### src/rtl/adler32_pkg.sv
// Shared constants and FSM encoding for the multi-byte Adler-32 engine.
package adler32_pkg;

  // Largest prime below 2^16; both running sums are reduced modulo this.
  localparam logic [15:0] ADLER_MOD = 16'd65521;

  // Width of the packed {s2,s1} checksum.
  localparam int CSUM_W = 32;

  // FSM state encodings.
  localparam logic [1:0] ST_IDLE_ENC = 2'd0;
  localparam logic [1:0] ST_ACTV_ENC = 2'd1;
  localparam logic [1:0] ST_PROC_ENC = 2'd2;
  localparam logic [1:0] ST_LAST_ENC = 2'd3;

  typedef enum logic [1:0] {
    ST_IDLE = ST_IDLE_ENC,
    ST_ACTV = ST_ACTV_ENC,
    ST_PROC = ST_PROC_ENC,
    ST_LAST = ST_LAST_ENC
  } state_e;

endpackage

### src/rtl/adler32_step.sv
// Combinational k-byte Adler-32 fold: advances {s2,s1} by up to BPC bytes.
// Lane 0 sits in the MSB byte of lanes_i and is the first byte in stream
// order; lanes at index >= k_i contribute nothing.
module adler32_step
  import adler32_pkg::*;
#(
  parameter int BPC = 2,
  parameter int KW  = $clog2(BPC + 1)
) (
  input  logic [15:0]      s1_i,
  input  logic [15:0]      s2_i,
  input  logic [8*BPC-1:0] lanes_i,
  input  logic [KW-1:0]    k_i,
  output logic [15:0]      s1_o,
  output logic [15:0]      s2_o
);

  // Wide enough for s2 + k*s1 + sum((k-i)*b_i) before reduction.
  localparam int S2W = 16 + $clog2(2 * BPC + 2);

  logic [S2W-1:0] byte_term [BPC];
  logic [S2W-1:0] wt_term   [BPC];
  logic [S2W-1:0] sum_b;
  logic [S2W-1:0] sum_w;
  logic [S2W-1:0] s1_raw;
  logic [S2W-1:0] s2_raw;
  logic [BPC+1:0] s2_ge;
  logic [S2W-1:0] s2_cand   [BPC+2];

  // Per-lane masked byte and its positional weight (k - i).
  for (genvar gi = 0; gi < BPC; gi++) begin : g_lane
    logic [7:0] lane_b;
    logic       lane_en;
    assign lane_b        = lanes_i[8*(BPC-gi)-1 -: 8];
    assign lane_en       = (KW'(gi) < k_i);
    assign byte_term[gi] = lane_en ? S2W'(lane_b) : '0;
    assign wt_term[gi]   = lane_en ? S2W'(lane_b) * (S2W'(k_i) - S2W'(gi)) : '0;
  end

  // Adder trees over the active lanes.
  always_comb begin
    sum_b = '0;
    sum_w = '0;
    for (int i = 0; i < BPC; i++) begin
      sum_b = sum_b + byte_term[i];
      sum_w = sum_w + wt_term[i];
    end
  end

  assign s1_raw = S2W'(s1_i) + sum_b;
  assign s2_raw = S2W'(s2_i) + S2W'(k_i) * S2W'(s1_i) + sum_w;

  // s1 grows by at most BPC*255 per fold, so a single subtract suffices.
  always_comb begin
    s1_o = 16'(s1_raw);
    if (s1_raw >= S2W'(ADLER_MOD)) begin
      s1_o = 16'(s1_raw - S2W'(ADLER_MOD));
    end
  end

  // Comparator chain: one candidate remainder per multiple of the modulus.
  for (genvar gi = 0; gi < BPC + 2; gi++) begin : g_mul
    localparam int MUL_I = gi * int'(ADLER_MOD);
    assign s2_ge[gi]   = (s2_raw >= S2W'(MUL_I));
    assign s2_cand[gi] = s2_raw - S2W'(MUL_I);
  end

  // Pick the remainder for the largest multiple that does not exceed s2_raw.
  always_comb begin
    s2_o = 16'(s2_raw);
    for (int m = 0; m < BPC + 2; m++) begin
      if (s2_ge[m]) begin
        s2_o = 16'(s2_cand[m]);
      end
    end
  end

endmodule

### src/rtl/adler32_mb.sv
// Multi-byte Adler-32 engine: accepts DATA_BYTES-wide words over valid/ready
// and folds BYTES_PER_CYC bytes per clock, MSB byte first.
module adler32_mb
  import adler32_pkg::*;
#(
  parameter int DATA_BYTES    = 4,
  parameter int BYTES_PER_CYC = 2,
  parameter int CNT_WD        = $clog2(DATA_BYTES + 1)
) (
  input  logic                    clk,
  input  logic                    rstn,
  input  logic                    start_i,
  input  logic [CSUM_W-1:0]       seed_i,
  input  logic                    in_vld_i,
  output logic                    in_rdy_o,
  input  logic [8*DATA_BYTES-1:0] in_dat_i,
  input  logic [CNT_WD-1:0]       in_nbyte_i,
  input  logic                    in_lst_i,
  output logic                    val_o,
  output logic                    done_o,
  output logic [CSUM_W-1:0]       dat_o
);

  localparam int DW  = 8 * DATA_BYTES;
  localparam int LW  = 8 * BYTES_PER_CYC;
  localparam int KW  = $clog2(BYTES_PER_CYC + 1);
  localparam int BSH = $clog2(BYTES_PER_CYC);

  state_e            state_q, state_d;
  logic [15:0]       s1_q, s1_d;
  logic [15:0]       s2_q, s2_d;
  logic [CSUM_W-1:0] dat_q, dat_d;
  logic              val_q, val_d;
  logic              done_q, done_d;
  logic [DW-1:0]     word_q, word_d;
  logic [CNT_WD-1:0] rem_q, rem_d;
  logic [CNT_WD-1:0] cnt_q, cnt_d;
  logic              lst_q, lst_d;
  logic              empty_q, empty_d;

  logic [CNT_WD-1:0] in_beats;
  logic [KW-1:0]     step_k;
  logic [DW-1:0]     word_shift;
  logic [15:0]       s1_fold;
  logic [15:0]       s2_fold;

  // Sub-beats needed for the incoming word: ceil(nbyte / BYTES_PER_CYC).
  assign in_beats = CNT_WD'(({1'b0, in_nbyte_i} + (CNT_WD+1)'(BYTES_PER_CYC - 1)) >> BSH);

  // Lanes this fold: a full group, or whatever is left of a partial word.
  assign step_k = (rem_q >= CNT_WD'(BYTES_PER_CYC)) ? KW'(BYTES_PER_CYC) : KW'(rem_q);

  // Advance the word buffer so the next unfolded byte sits at the MSB.
  if (LW < DW) begin : g_shift
    assign word_shift = {word_q[DW-LW-1:0], {LW{1'b0}}};
  end else begin : g_noshift
    assign word_shift = '0;
  end

  adler32_step #(
    .BPC (BYTES_PER_CYC)
  ) u_step (
    .s1_i    (s1_q),
    .s2_i    (s2_q),
    .lanes_i (word_q[DW-1 -: LW]),
    .k_i     (step_k),
    .s1_o    (s1_fold),
    .s2_o    (s2_fold)
  );

  // Next-state and datapath control; start_i overrides everything else.
  always_comb begin
    state_d = state_q;
    s1_d    = s1_q;
    s2_d    = s2_q;
    dat_d   = dat_q;
    val_d   = 1'b0;
    done_d  = 1'b0;
    word_d  = word_q;
    rem_d   = rem_q;
    cnt_d   = cnt_q;
    lst_d   = lst_q;
    empty_d = empty_q;

    if (start_i) begin
      state_d = ST_ACTV;
      s1_d    = seed_i[15:0];
      s2_d    = seed_i[31:16];
      dat_d   = seed_i;
    end else begin
      case (state_q)
        ST_IDLE: begin
          state_d = ST_IDLE;
        end
        ST_ACTV: begin
          if (in_vld_i) begin
            word_d  = in_dat_i;
            rem_d   = in_nbyte_i;
            cnt_d   = in_beats;
            lst_d   = in_lst_i;
            empty_d = (in_beats == '0);
            state_d = (in_beats == '0) ? ST_LAST : ST_PROC;
          end
        end
        ST_PROC: begin
          s1_d   = s1_fold;
          s2_d   = s2_fold;
          word_d = word_shift;
          rem_d  = rem_q - CNT_WD'(step_k);
          cnt_d  = cnt_q - CNT_WD'(1);
          if (cnt_q == CNT_WD'(1)) begin
            dat_d   = {s2_fold, s1_fold};
            val_d   = 1'b1;
            done_d  = lst_q;
            state_d = lst_q ? ST_LAST : ST_ACTV;
          end
        end
        ST_LAST: begin
          // An empty last word never folded, so its pulse comes from here.
          state_d = ST_IDLE;
          val_d   = empty_q;
          done_d  = empty_q;
        end
        default: begin
          state_d = ST_IDLE;
        end
      endcase
    end
  end

  // State and datapath registers.
  always_ff @(posedge clk or negedge rstn) begin
    if (!rstn) begin
      state_q <= ST_IDLE;
      s1_q    <= '0;
      s2_q    <= '0;
      dat_q   <= '0;
      val_q   <= 1'b0;
      done_q  <= 1'b0;
      word_q  <= '0;
      rem_q   <= '0;
      cnt_q   <= '0;
      lst_q   <= 1'b0;
      empty_q <= 1'b0;
    end else begin
      state_q <= state_d;
      s1_q    <= s1_d;
      s2_q    <= s2_d;
      dat_q   <= dat_d;
      val_q   <= val_d;
      done_q  <= done_d;
      word_q  <= word_d;
      rem_q   <= rem_d;
      cnt_q   <= cnt_d;
      lst_q   <= lst_d;
      empty_q <= empty_d;
    end
  end

  assign in_rdy_o = (state_q == ST_ACTV);
  assign val_o    = val_q;
  assign done_o   = done_q;
  assign dat_o    = dat_q;

endmodule
### config.mk
export PLATFORM = sky130hd
export DESIGN_NAME = adler32_mb
export DESIGN_NICKNAME = d
export VERILOG_FILES = /design/src/rtl/adler32_pkg.sv /design/src/rtl/adler32_step.sv /design/src/rtl/adler32_mb.sv
export SDC_FILE = /design/constraint.sdc
export NUM_CORES = 1
export LEC_CHECK = 0
export ABC_CLOCK_PERIOD_IN_PS = 9960
export BUFFER_PORTS_ARGS = -buffer_cell sky130_fd_sc_hd__clkbuf_2
export CORE_MARGIN = 5
export CORE_UTILIZATION = 50
export CTS_CLUSTER_SIZE = 28
export DETAILED_ROUTE_END_ITERATION = 7
export GPL_ROUTABILITY_DRIVEN = 1
export GPL_TIMING_DRIVEN = 0
export PLACE_DENSITY = 0.69
export SYNTH_ARGS = -nofsm -noshare
export SYNTH_HDL_FRONTEND = slang
export SYNTH_SLANG_ARGS = --single-unit
### constraint.sdc
create_clock -name clk -period 9.96 [get_ports clk]
set_input_delay 0.498 -clock clk [delete_from_list [all_inputs] [get_ports clk]]
set_output_delay 0.498 -clock clk [all_outputs]
set_load 0.05 [all_outputs]
==> impl_results.md <==
- Status: complete, no violations
- First-pass GRT wire length: roughly 52000 um
- P&R area growth vs syn: 13.0%
- Hold EP: word_q[9]
- Gr usage total: roughly a quarter
- Avg Cell Area, Syn: roughly 8.6 um^2
- Worst endpoint data arrival time: 9.66 ns
- IO Count: 107
- Hold_sp: in_dat_i[9]
- Setup TNS: 0 ns
- Via Count: between 9000 and 10000
- Placed cell area: roughly 12000 um^2
- DRC: 0
- Slew HR: about 17%
- Dpl cells: 1680
- Crit-path max cell delay: about 0.53 ns
- Yosys warning count: 0
- Clock sink count: approximately 110
- Fin area: approximately 13000 um^2
- CTS tree: built
- Most used DFF post-synth: dfrtp_1
- Total gr overflow: 0
- Fin crit period: roughly 9.4 ns
- Post-synth EDFFs: 0
- Initial antenna violation count: 0
- Final Hold Fails: 0
- Root buffer cell: clkbuf_16
- Max clock buf depth: 2
- Site Rows: 54
- Via density: 5.78
- Syn Nets: 1533
- Worst r2r src: rem_q[2]
- Most used cell, CP: fa_1
- Max-slew violations: 0
- Startpoint types: register
- Min-Delay Path Class: input port to register
- Drt total wl: ~33000 um
- Sequential share of the synthesized area: about a quarter
- Largest net degree at the start of global routing: 97
- IO buf count: ~110
- Die area: roughly 25000 um^2
- GPL Wtd Cong: a little under 1
- R2R depth: 39
- Share of cells above drive strength 1: between 10% and 20%
- Largest cells by area after synthesis: dfrtp_1 24%, fa_1 15%, ha_1 9.8%
- Initial Util: about half
- Die height: around 160 um
- Worst Hold Depth: 3
- Delay-heaviest family, CP: adder cells
- Core area: 21800 um^2
- H-tree depth: 3
- Unique masters post-synth: 78
- Post-synth top area cell: dfrtp_1
- CTS clk-pin slew, worst paths: about 0.10 ns
- FFs w/ async S/R, synth: between 90% and 100%
- Wirelength per Cell: just under 20 um
- RSZ-0062 raised after global routing: false
- Pre-antenna DRT Iters: 5
- Die Wd: 159 um
- # fillers: just over 2000
- Final core utilization: a little under three fifths
- Reg2reg setup slack: between 0.5 and 0.6 ns
- Critical path endpoint category: register
- CP Buf/Inv Count: 9
- Reg2reg end: s2_q[11]
- Number of global-route vias before repair: about 10000
- CP required: just over 10 ns
- Final cell count without fillers: 1703
- Max frequency: ~0.11 GHz
- Clock latency on the worst-skew pair: about 0.38 ns
- Measured slew at the worst slew-check pin: 1.24 ns
- Number of nets in the layout: 1658
- Synthesized area: 11100 um^2
- CP Class: register to register
- Mapped Cells: between 1000 and 1500
- Max Cap Violations: 0
- Detailed placer's ending HPWL: between 20000 and 30000 um
- CP max-delay cell: fa_1
- Max Fanout on Critical Path: 10
- Setup Skew: ~0.023 ns
- Final period util: 94.6%
- Final setup violation count: 0
- Final ANT Viol Nets: 0
- Top-area cell type share of the netlist area: approximately a quarter
- Total CTS buffers: 9
- Seq cells post-synth: between 100 and 150
- Number of DRC markers in iteration 0: between 600 and 700
- Antenna diode count: 0
## worst max path at each step
stage	start	end	slack (ns)	cells past startpoint
3_5_place_dp	rem_q[1]	s2_q[7]	-0.69	40
6_report	rem_q[2]	s2_q[11]	0.53	39
3_3_place_gp	rem_q[1]	s2_q[7]	-0.56	40
2_1_floorplan	rem_q[2]	s2_q[13]	1.09	39
4_1_cts	rem_q[1]	s2_q[13]	0.01	38
5_1_grt	rem_q[2]	s2_q[11]	0.008	40
## area by class of cell
| type | count | area [um^2] | share of cell area, % |
|---|---|---|---|
| Tap cell | 280 | 350 | 2.80 |
| Clock buffer | 10 | 239 | 1.91 |
| Buffer | 55 | 231 | 1.85 |
| Clock inverter | 6 | 65.1 | 0.519 |
| Timing Repair Buffer | 116 | 637 | 5.08 |
| Multi-Input combinational cell | 992 | 7790 | 62.2 |
| Sequential cell | 108 | 2700 | 21.6 |
| Inverter | 136 | 514 | 4.11 |
## kinds of logic (layout without fill, tap and decap cells)
kind of cell | Yosys count | in the layout | synth area share [%]
multiplexers | 23 | 23 | 2.09
flip-flops | 108 | 108 | 24.4
AO/OA/AOI/OAI | 287 | 287 | 17.2
adder cells (fa/ha/maj) | 168 | 168 | 24.5
XOR/XNOR | 52 | 52 | 4.11
buffers and inverters | 193 | 323 | 6.73
AND/OR/NAND/NOR | 462 | 462 | 21.0
## routing by layer
metal | track usage (%) | part of all wire [%] | up-vias
met3 | 3.65 | 6.9 | 65
met1 | 36.0 | 44 | 4759
met5 | 0 | 0 | -
met2 | 40.8 | 46 | 350
met4 | 7.91 | 3.0 | 0
li1 | - | - | 4662
## cells in the mapped netlist, drive strengths merged (38+ instances only)
library cell,count
o21ai,66
nand2,166
dfrtp,108
xnor2,38
inv,136
nand3,40
nor2,63
fa,81
ha,87
clkbuf,46
a21oi,90
and2,41
## timing repair
action                     4_1_cts  5_1_grt
hold buffers                     1        0
setup endpoints to repair       32       32
pin swaps                        1        8
gates resized for setup          7       29
buffers inserted                 1        7
hold endpoints to repair        12        0
## state kept, by name, summed over array words and instances (netlist names)
register	flops
s2_q	16
word_q	32
dat_o	32
s1_q	16
done_o	1
empty_q	1
cnt_q	3
val_o	1
rem_q	3
state_q	2
lst_q	1
## worst min-delay path: cells and delay by family
family                 cells  cell delay, ns
AND/OR/NAND/NOR            1            0.05
buffers and inverters      1            0.08
AO/OA/AOI/OAI              1            0.06
## cell usage in the layout, fill, tap and decap left out, types with 5 or more instances in the layout
cell type,count
nor3b_1,7
dfrtp_1,108
fa_1,80
o21ai_0,61
or3_1,12
and2_1,38
mux2i_1,22
a21oi_2,10
nand4_1,7
and3_1,18
nor2b_1,30
o21a_1,7
ha_1,86
nand2b_1,21
nand2_1,164
buf_2,5
xnor2_1,34
o31ai_1,8
o21bai_1,9
clkbuf_16,9
nand3b_1,15
xor2_1,13
nor2_1,62
nor3_1,19
nand3_1,40
a221o_1,8
o31a_1,8
clkbuf_1,43
o211ai_1,13
a31oi_1,6
a21oi_1,80
a211oi_1,10
inv_1,134
clkbuf_2,105
a21o_1,19
buf_4,8
o221ai_1,6
## stage by stage
step | worst slack, ns | hold slack, ns
floorplan | 1.09 | 0.202
global placement | -0.560 | 0.461
detailed placement | -0.690 | 0.365
CTS | 0.0137 | 0.347
global route | 0.00751 | 0.350
finish | 0.535 | 0.350
Power is left out: the tool's default activity adds up to more than one toggle a clock period on the data nets, which glitch-free logic cannot reach.
